## src/rtl/fifo_write_arbiter_pkg.sv

```systemverilog
// Shared types and constants for the packet-aware FIFO write arbiter.
package fifo_arb_pkg;

  typedef enum logic {
    IDLE = 1'b0,
    LOCK = 1'b1
  } arb_state_e;

  localparam int EOP_BIT         = 8;
  localparam int PAYLOAD_WIDTH   = 8;
  localparam int DEFAULT_NUM_REQ = 4;
  localparam int STATS_WIDTH     = 16;

  typedef logic [STATS_WIDTH-1:0] stats_cnt_t;

endpackage

```

## src/rtl/fifo_write_arbiter_rr_priority_select.sv

```systemverilog
// Combinational round-robin pick: first active request searching circularly from last_idx+1.
module rr_priority_select
  import fifo_arb_pkg::*;
#(
  parameter int NumReq   = DEFAULT_NUM_REQ,
  parameter int IdxWidth = 2
) (
  input  logic [NumReq-1:0]   req,
  input  logic [IdxWidth-1:0] last_idx,
  output logic [IdxWidth-1:0] next_idx,
  output logic                any_req
);

  logic [IdxWidth-1:0] cand;
  logic                found;

  always_comb begin
    next_idx = '0;
    found    = 1'b0;
    cand     = '0;
    for (int k = 1; k <= NumReq; k++) begin
      cand = IdxWidth'((int'(last_idx) + k) % NumReq);
      if (!found && req[cand]) begin
        next_idx = cand;
        found    = 1'b1;
      end
    end
  end

  assign any_req = |req;

endmodule

```

## src/rtl/fifo_write_arbiter.sv

```systemverilog
// Packet-aware round-robin arbiter sharing one FWFT FIFO write port among NumReq producers.
// Define FIFO_WRITE_ARBITER_STATS_EN to add per-requester packet counters on pkt_count.
//
// state | meaning
// IDLE  | no owner; pick next requester round-robin (1 cycle, nothing accepted)
// LOCK  | grant_idx owns the write port until its EOP word is accepted
module fifo_write_arbiter
  import fifo_arb_pkg::*;
#(
  parameter int NumReq   = DEFAULT_NUM_REQ,
  parameter int Width    = 9,
  parameter int IdxWidth = 2
) (
  input  logic                    clk,
  input  logic                    srst,
  input  logic [NumReq-1:0]       req_valid,
  input  logic [NumReq*Width-1:0] req_data,
  output logic [NumReq-1:0]       req_ready,
  output logic [Width-1:0]        fifo_din,
  output logic                    fifo_wr_en,
  input  logic                    fifo_full,
  input  logic                    fifo_prog_full,
  output logic [IdxWidth-1:0]     grant_idx,
  output logic                    busy,
  output logic                    eop_err
`ifdef FIFO_WRITE_ARBITER_STATS_EN
  ,
  output logic [NumReq*STATS_WIDTH-1:0] pkt_count
`endif
);

  arb_state_e          state;
  logic [IdxWidth-1:0] last_grant;
  logic [IdxWidth-1:0] next_idx;
  logic                any_req;
  logic                sel_valid;
  logic                space_ok;
  logic                xfer;
  logic                xfer_eop;
  logic [Width-1:0]    words [NumReq];
  logic [Width-1:0]    sel_word;

  for (genvar i = 0; i < NumReq; i++) begin : g_unpack
    assign words[i] = req_data[i*Width +: Width];
  end

  rr_priority_select #(
    .NumReq   (NumReq),
    .IdxWidth (IdxWidth)
  ) u_rr_priority_select (
    .req      (req_valid),
    .last_idx (last_grant),
    .next_idx (next_idx),
    .any_req  (any_req)
  );

  // Ready is combinational on the FIFO flags so at most one word is in flight past prog_full.
  assign sel_valid = req_valid[grant_idx];
  assign sel_word  = words[grant_idx];
  assign space_ok  = ~fifo_prog_full & ~fifo_full;
  assign xfer      = (state == LOCK) & sel_valid & space_ok;
  assign xfer_eop  = xfer & sel_word[EOP_BIT];

  always_comb begin
    req_ready = '0;
    if (state == LOCK) req_ready[grant_idx] = space_ok;
  end

  always_ff @(posedge clk) begin
    if (srst) begin
      state      <= IDLE;
      last_grant <= IdxWidth'(NumReq - 1);
      grant_idx  <= '0;
      busy       <= 1'b0;
      fifo_din   <= '0;
      fifo_wr_en <= 1'b0;
      eop_err    <= 1'b0;
    end else begin
      fifo_wr_en <= xfer;
      eop_err    <= fifo_wr_en & fifo_full;
      if (xfer) fifo_din <= sel_word;
      case (state)
        IDLE: begin
          if (any_req) begin
            grant_idx <= next_idx;
            busy      <= 1'b1;
            state     <= LOCK;
          end
        end
        LOCK: begin
          if (xfer_eop) begin
            last_grant <= grant_idx;
            busy       <= 1'b0;
            state      <= IDLE;
          end
        end
        default: state <= IDLE;
      endcase
    end
  end

`ifdef FIFO_WRITE_ARBITER_STATS_EN
  stats_cnt_t pkt_cnt [NumReq];

  always_ff @(posedge clk) begin
    if (srst) begin
      for (int i = 0; i < NumReq; i++) pkt_cnt[i] <= '0;
    end else if (xfer_eop) begin
      pkt_cnt[grant_idx] <= pkt_cnt[grant_idx] + 1'b1;
    end
  end

  for (genvar i = 0; i < NumReq; i++) begin : g_stats
    assign pkt_count[i*STATS_WIDTH +: STATS_WIDTH] = pkt_cnt[i];
  end
`endif

endmodule
```

## config.mk

```make
export PLATFORM = sky130hd
export DESIGN_NAME = fifo_write_arbiter
export DESIGN_NICKNAME = d
export VERILOG_FILES = /design/src/rtl/fifo_write_arbiter_pkg.sv /design/src/rtl/fifo_write_arbiter_rr_priority_select.sv /design/src/rtl/fifo_write_arbiter.sv
export SDC_FILE = /design/constraint.sdc
export NUM_CORES = 1
export LEC_CHECK = 0
export ABC_AREA = 1
export BUFFER_PORTS_ARGS = -buffer_cell sky130_fd_sc_hd__buf_2
export CORE_MARGIN = 1.5
export CORE_UTILIZATION = 44
export DETAILED_ROUTE_END_ITERATION = 10
export GPL_ROUTABILITY_DRIVEN = 0
export PLACE_DENSITY = 0.87
export SYNTH_ARGS = -nofsm -noshare
export SYNTH_HDL_FRONTEND = slang
export SYNTH_SLANG_ARGS = --single-unit
```

## constraint.sdc

```tcl
create_clock -name clk -period 1.5 [get_ports clk]
set_input_delay 0.225 -clock clk [delete_from_list [all_inputs] [get_ports clk]]
set_output_delay 0.225 -clock clk [all_outputs]
set_load 0.01 [all_outputs]
```

Yosys cells after proc, flatten, opt, wreduce, memory -nomap -nowiden
Index checks and enable logic that the tools add are counted.
{"block": "totals", "ff_bits": 17, "in_bits": 44, "output_inout_bits": 18, "word_cells": 70}
{"block": "op_classes", "n_addsub": 4, "order_cmp": 7, "eq_ne": 2, "mux": 29, "n_bitwise": 10, "n_reduce_logical": 11}
{"operator": "binary-select mux 9 bit (select 2 bit)", "count": 1}
{"operator": "two-way mux 9 bit", "count": 2}
{"operator": "< comparator 2 x 3 -> 1 bit, second input constant", "count": 5}
{"operator": "two-way mux 1 bit", "count": 13}
{"operator": "binary-select mux 1 bit (select 2 bit)", "count": 5}
{"operator": "two-way mux 2 bit", "count": 4}
{"operator": "AND reduction 2 bit", "count": 3}
{"operator": "AND 1 bit", "count": 5}
{"operator": "adder 2 x 1 -> 2 bit, second input constant", "count": 2}
{"operator": "adder 2 bit, second input constant", "count": 2}
{"operator": "AND 4 bit", "count": 1}
{"operator": "logical AND 1 bit", "count": 4}
{"operator": "two-way mux 4 bit", "count": 1}
{"operator": "one-hot mux 1 bit (2 select lines)", "count": 2}
{"operator": "OR reduction 4 bit", "count": 1}
{"operator": "greater-or-equal comparator 3 bit, second input constant", "count": 1}
{"operator": "logical NOT 1 bit", "count": 3}
{"operator": "NOT 1 bit", "count": 3}
{"operator": "NOT 2 -> 3 bit", "count": 1}
{"operator": "demux 1 bit (select 2 bit)", "count": 1}
{"operator": "greater-or-equal comparator 2 x 1 -> 1 bit, second input constant", "count": 1}
{"operator": "!= test 2 x 1 -> 1 bit, second input constant", "count": 1}
{"operator": "!= test 2 bit, second input constant", "count": 1}

Longest topological paths before layout
{"block": "depth", "depth_word": 13, "ltp_mapped": 11, "depth_no_buf": 10}

Modules after synthesis
From an unflattened synthesis, not the netlist that was laid out.
{"block": "hier_totals", "hier_cells": 192, "area_unflattened_um2": 1216.2}
{"mod": "fifo_write_arbiter", "instances": 1, "cells_each": 142, "area_each_um2": 914.6, "seq_area_each_um2": 340.3}
{"mod": "rr_priority_select", "instances": 1, "cells_each": 50, "area_each_um2": 301.5, "seq_area_each_um2": 0.0}

Worst setup path before layout
Ideal clock, no wire load.
{"block": "synth_timing", "path_type": "register to register", "from": "register grant_idx[1]", "to": "register fifo_din[0]", "setup_ps": 113, "arrival_ps": 1240, "slack_ps": 147, "path_stages_with_launch": 10, "n_path_buf": 2, "synth_period_minus_slack_ps": 1353, "path_cell_list": "dfxtp_1 > buf_4 > nand2_2 > inv_2 > a21oi_2 > nand2_2 > nand2_2 > buf_6 > o21ai_1 > nor2_1"}
{"block": "synth_between", "elab_chain_len": 4, "elab_cells_between_ends": 8}
{"item": "from (decl)", "line": "fifo_write_arbiter.sv:23", "text": "output logic [IdxWidth-1:0] grant_idx,"}
{"item": "from (signal assigned)", "line": "fifo_write_arbiter.sv:85", "text": "grant_idx <= next_idx;"}
{"item": "binary-select mux 1 bit (select 2 bit) / NOT 2 -> 3 bit (equally long branches)", "line": "fifo_write_arbiter.sv:58, fifo_write_arbiter.sv:59"}
{"item": "two-way mux 1 bit (implied by the code) / binary-select mux 9 bit (select 2 bit) (equally long branches)", "line": "fifo_write_arbiter.sv:58, fifo_write_arbiter.sv:59"}
{"item": "AND 1 bit / two-way mux 9 bit (equally long branches) (2 in series)", "line": "fifo_write_arbiter.sv:61, fifo_write_arbiter.sv:59"}
{"item": "to (signal assigned)", "line": "fifo_write_arbiter.sv:81", "text": "if (xfer) fifo_din <= sel_word;"}
{"item": "to (decl)", "line": "fifo_write_arbiter.sv:19", "text": "output logic [Width-1:0] fifo_din,"}
Several ways; a longest one is shown, not always the timed one. The select of a mux whose other input is x is not followed.
A chain may end at the register's enable or synchronous reset.

Final worst setup path
{"block": "layout_timing", "from": "register grant_idx[1]", "to": "register fifo_din[3]"}
The elaborated chain is that of the path after synthesis.

==> flow_metrics.py <==
metrics = {
    "clock_tree": {
        "cts_buffers": 3,
        "path_clk_slew_ns": 0.10,
        "clockRootBuffer": "clkbuf_4",
        "hold_buffers": 0,
        "clockBufferDepth": 2,
        "cts_sinks": 17,
        "htree_levels": 1,
        "tritoncts": "done",
        "insertion_delay_ns": 0.30,
    },
    "global_route": {
        "grt_use_total_pct": 23.4,
        "grt_antenna_before_repair": 0,
        "met1_usage_pct": 31.6,
        "grt_first_pass_wirelength_um": 4950,
        "grt-ovfl-total": 0,
        "top_usage_layer": "met2",
        "grt_pass1_vias": 1141,
        "grt_start_max_net_pins": 19,
        "global_route.usage.met2_pct": 35.8,
        "grtUsageMet3_pct": 3.61,
    },
    "timing": {
        "setup_viol": 0,
        "period_needed_ns": 1.42,
        "relSlewSlack_pct": 70.5,
        "finalCritPeriodShare_pct": 94.9,
        "slew_violations": 0,
        "rsz0062_at_grt": "true",
        "finalHoldViolations": 0,
        "skew_ns": 0.000838,
        "fmax_ghz": 0.703,
        "tns_ns": 0,
        "worst_pin_slew_ns": 0.436,
    },
    "detailed_routing": {
        "vias": 1433,
        "drt_iter0_drc": 39,
        "drc": 0,
        "post_drt_wl_per_cell_um": 11.7,
        "drtPass1Iterations": 4,
        "ant_nets": 0,
        "drt_wl_total_um": 3200,
        "vias_per_cell": 5.25,
    },
    "synth": {
        "synthMuxAreaShare_pct": 0,
        "synth_compound_area_share_pct": 15.6,
        "netlist_area_sq_mm": 0.00113,
        "ys_ff_latch": 17,
        "ys_types": 28,
        "avgSynthCellArea_sq_um": 6.48,
        "synth_top_area_cell": "dfxtp_1",
        "synth_top_area_share_pct": 30.0,
        "synth-simple-area-share_pct": 46.1,
        "ys_seq_area_share_pct": 30.0,
        "synth_top_family_by_area": "simple AND/OR/NAND/NOR gates",
        "synth-xor-area-share_pct": 0,
        "synth_nets": 219,
        "netlist_instances": 175,
        "synth.top_cells.by_area": "dfxtp_1 30%, nand2_1 14%, nand3_1 12%, nor2_1 8.6%, a22oi_1 5.3%",
        "yosysWarningCount": 0,
        "synthAdderAreaFrac_pct": 0,
    },
    "power_and_ir_drop": {
        "p_int_w": 0.000768,
        "power_switching_w": 0.000417,
        "p_total_w": 0.00118,
        "p_leak_nw": 0.825,
        "seqPwrFrac_pct": 41.7,
        "power_density_mw_per_mm2": 756,
        "clkPwrFrac_pct": 21.9,
        "comb_power_share_pct": 36.4,
        "swShare_pct": 35.2,
        "ir_worst_vdd_mv": 0.530,
    },
    "setup_path": {
        "cp_num_buf_inv": 2,
        "crit_family": "simple AND/OR/NAND/NOR gates",
        "worst_ep_arrival_time_ns": 1.63,
        "critical_path.endpoint_type": "flip-flop",
        "worstSetupPathType": "reg2reg",
        "max_stage_delay_ns": 0.37,
        "required_ns": 1.71,
        "worstSetupStartpointType": "flip-flop",
        "path_cells": "buf_12 > nand2_2 > nor2_1 > a21oi_2 > nand2_2 > nand2_2 > buf_4 > o21ai_1 > nor2_1",
        "cp_common_cell": "nand2_2",
        "crit_slowest_cell": "dfxtp_1",
        "cp_max_fo": 13,
    },
    "layout": {
        "regArea_sq_um": 349,
        "final_cells": 273,
        "n_antenna_cell": 0,
        "drive_above_1_share_pct": 39.1,
        "stdcell_area_sq_mm": 0.00157,
        "fill_cells": 229,
        "multi_input_area_sq_um": 712,
        "nets": 288,
        "area_delta_synth_final_pct": 38.2,
    },
    "floorplan": {
        "core_area_sq_mm": 0.00245,
        "fp-row-count": 18,
        "dieHeight_um": 53.8,
        "dieArea_sq_mm": 0.00289,
        "start_util_pct": 46.2,
        "boundaryPins": 62,
        "die_x_um": 53.8,
    },
    "placement": {
        "placedCellCount": 266,
        "hpwl_um": 2420,
        "port_buffers": 61,
        "placed_cell_area_sq_mm": 0.00149,
    },
    "status": {
        "status": "completed",
    },
    "flow_run": {
        "drv_cap": 0,
    },
    "worst_hold_path": {
        "hold_path.class": "in2reg",
    },
}
-- worst paths after layout --
path / start / end / slack [ns] / depth (start not counted)
max reg2reg: grant_idx[1] / fifo_din[3] / 0.08 / 9
min: fifo_full / eop_err / 0.14 / 3
max: grant_idx[1] / fifo_din[3] / 0.08 / 9
min reg2reg: fifo_wr_en / eop_err / 0.44 / 2
-- area by class of cell --
cell class | count | share of cell area, %
Tap cell | 30 | 2.40
Sequential cell | 17 | 22.3
Multi-Input combinational cell | 139 | 45.4
Inverter | 13 | 3.59
Timing Repair Buffer | 70 | 24.6
Clock buffer | 4 | 1.68
-- sequential cells by signal (all words and copies together), names as in the netlist --
register and cells:
last_grant 2, state 1, busy 1, grant_idx 2, fifo_din 9, fifo_wr_en 1
eop_err 1
-- cell usage after synthesis --
master,count
a21oi_1,2
a21oi_2,2
a22oi_1,8
a22oi_2,1
a41oi_1,1
and2_1,1
buf_1,1
buf_2,2
buf_4,2
buf_6,1
dfxtp_1,17
inv_1,8
inv_2,3
inv_4,2
nand2_1,42
nand2_2,6
nand3_1,27
nand3_2,1
nand4_1,3
nand4_2,1
nor2_1,26
nor2_2,1
nor2_4,1
nor2_8,1
nor3_1,2
o211ai_1,1
o21ai_0,2
o21ai_1,10
-- power by group through the flow --
stage | clock [W] | combinational (W) | sequential, W
6_report | 0.000260 | 0.000431 | 0.000494
3_3_place_gp | 0 | 0.000398 | 0.000504
3_5_place_dp | 0 | 0.000406 | 0.000505
2_1_floorplan | 0 | 0.000246 | 0.000512
4_1_cts | 0.000257 | 0.000407 | 0.000495
5_1_grt | 0.000268 | 0.000482 | 0.000497
-- through the flow --
stage	util [%]	worst slack, ns	hold slack, ns
CTS	61.9	0.0133	0.144
global placement	60.9	0.0696	0.426
global route	63.8	-0.0295	0.152
detailed placement	60.9	0.0366	0.430
floorplan	-	0.147	0.287
finish	63.8	0.0770	0.139
-- placed cells by master, fill, tap and decap left out, types with 6 or more instances in the layout --
master / instances
buf_2: 61
nand2_1: 42
nand3_1: 27
nor2_1: 26
dfxtp_1: 14
o21ai_1: 10
inv_1: 8
a22oi_1: 8
buf_4: 8
nand2_2: 6
-- tightest hold or removal path: cells and delay by family --
kind          cells  cell delay (ns)
buf+inv           1             0.10
simple gates      2             0.08
-- layer usage --
metal / up-vias / wire length, um
met5: - / 0
li1: 724 / -
met2: 64 / 1510
met3: 9 / 231
met4: 0 / 74
met1: 636 / 1380
-- repair_timing --
action	4_1_cts	5_1_grt
setup endpoints to repair	0	15
setup buffers	0	3
gates resized for setup	0	8
-- cell families after synthesis --
kind of cell           Yosys count
AOI/OAI and AO/OA               27
and+or+nand+nor                112
DFF                             17
buffers and inverters           19
No activity file was read; power rests on OpenSTA's default activity.
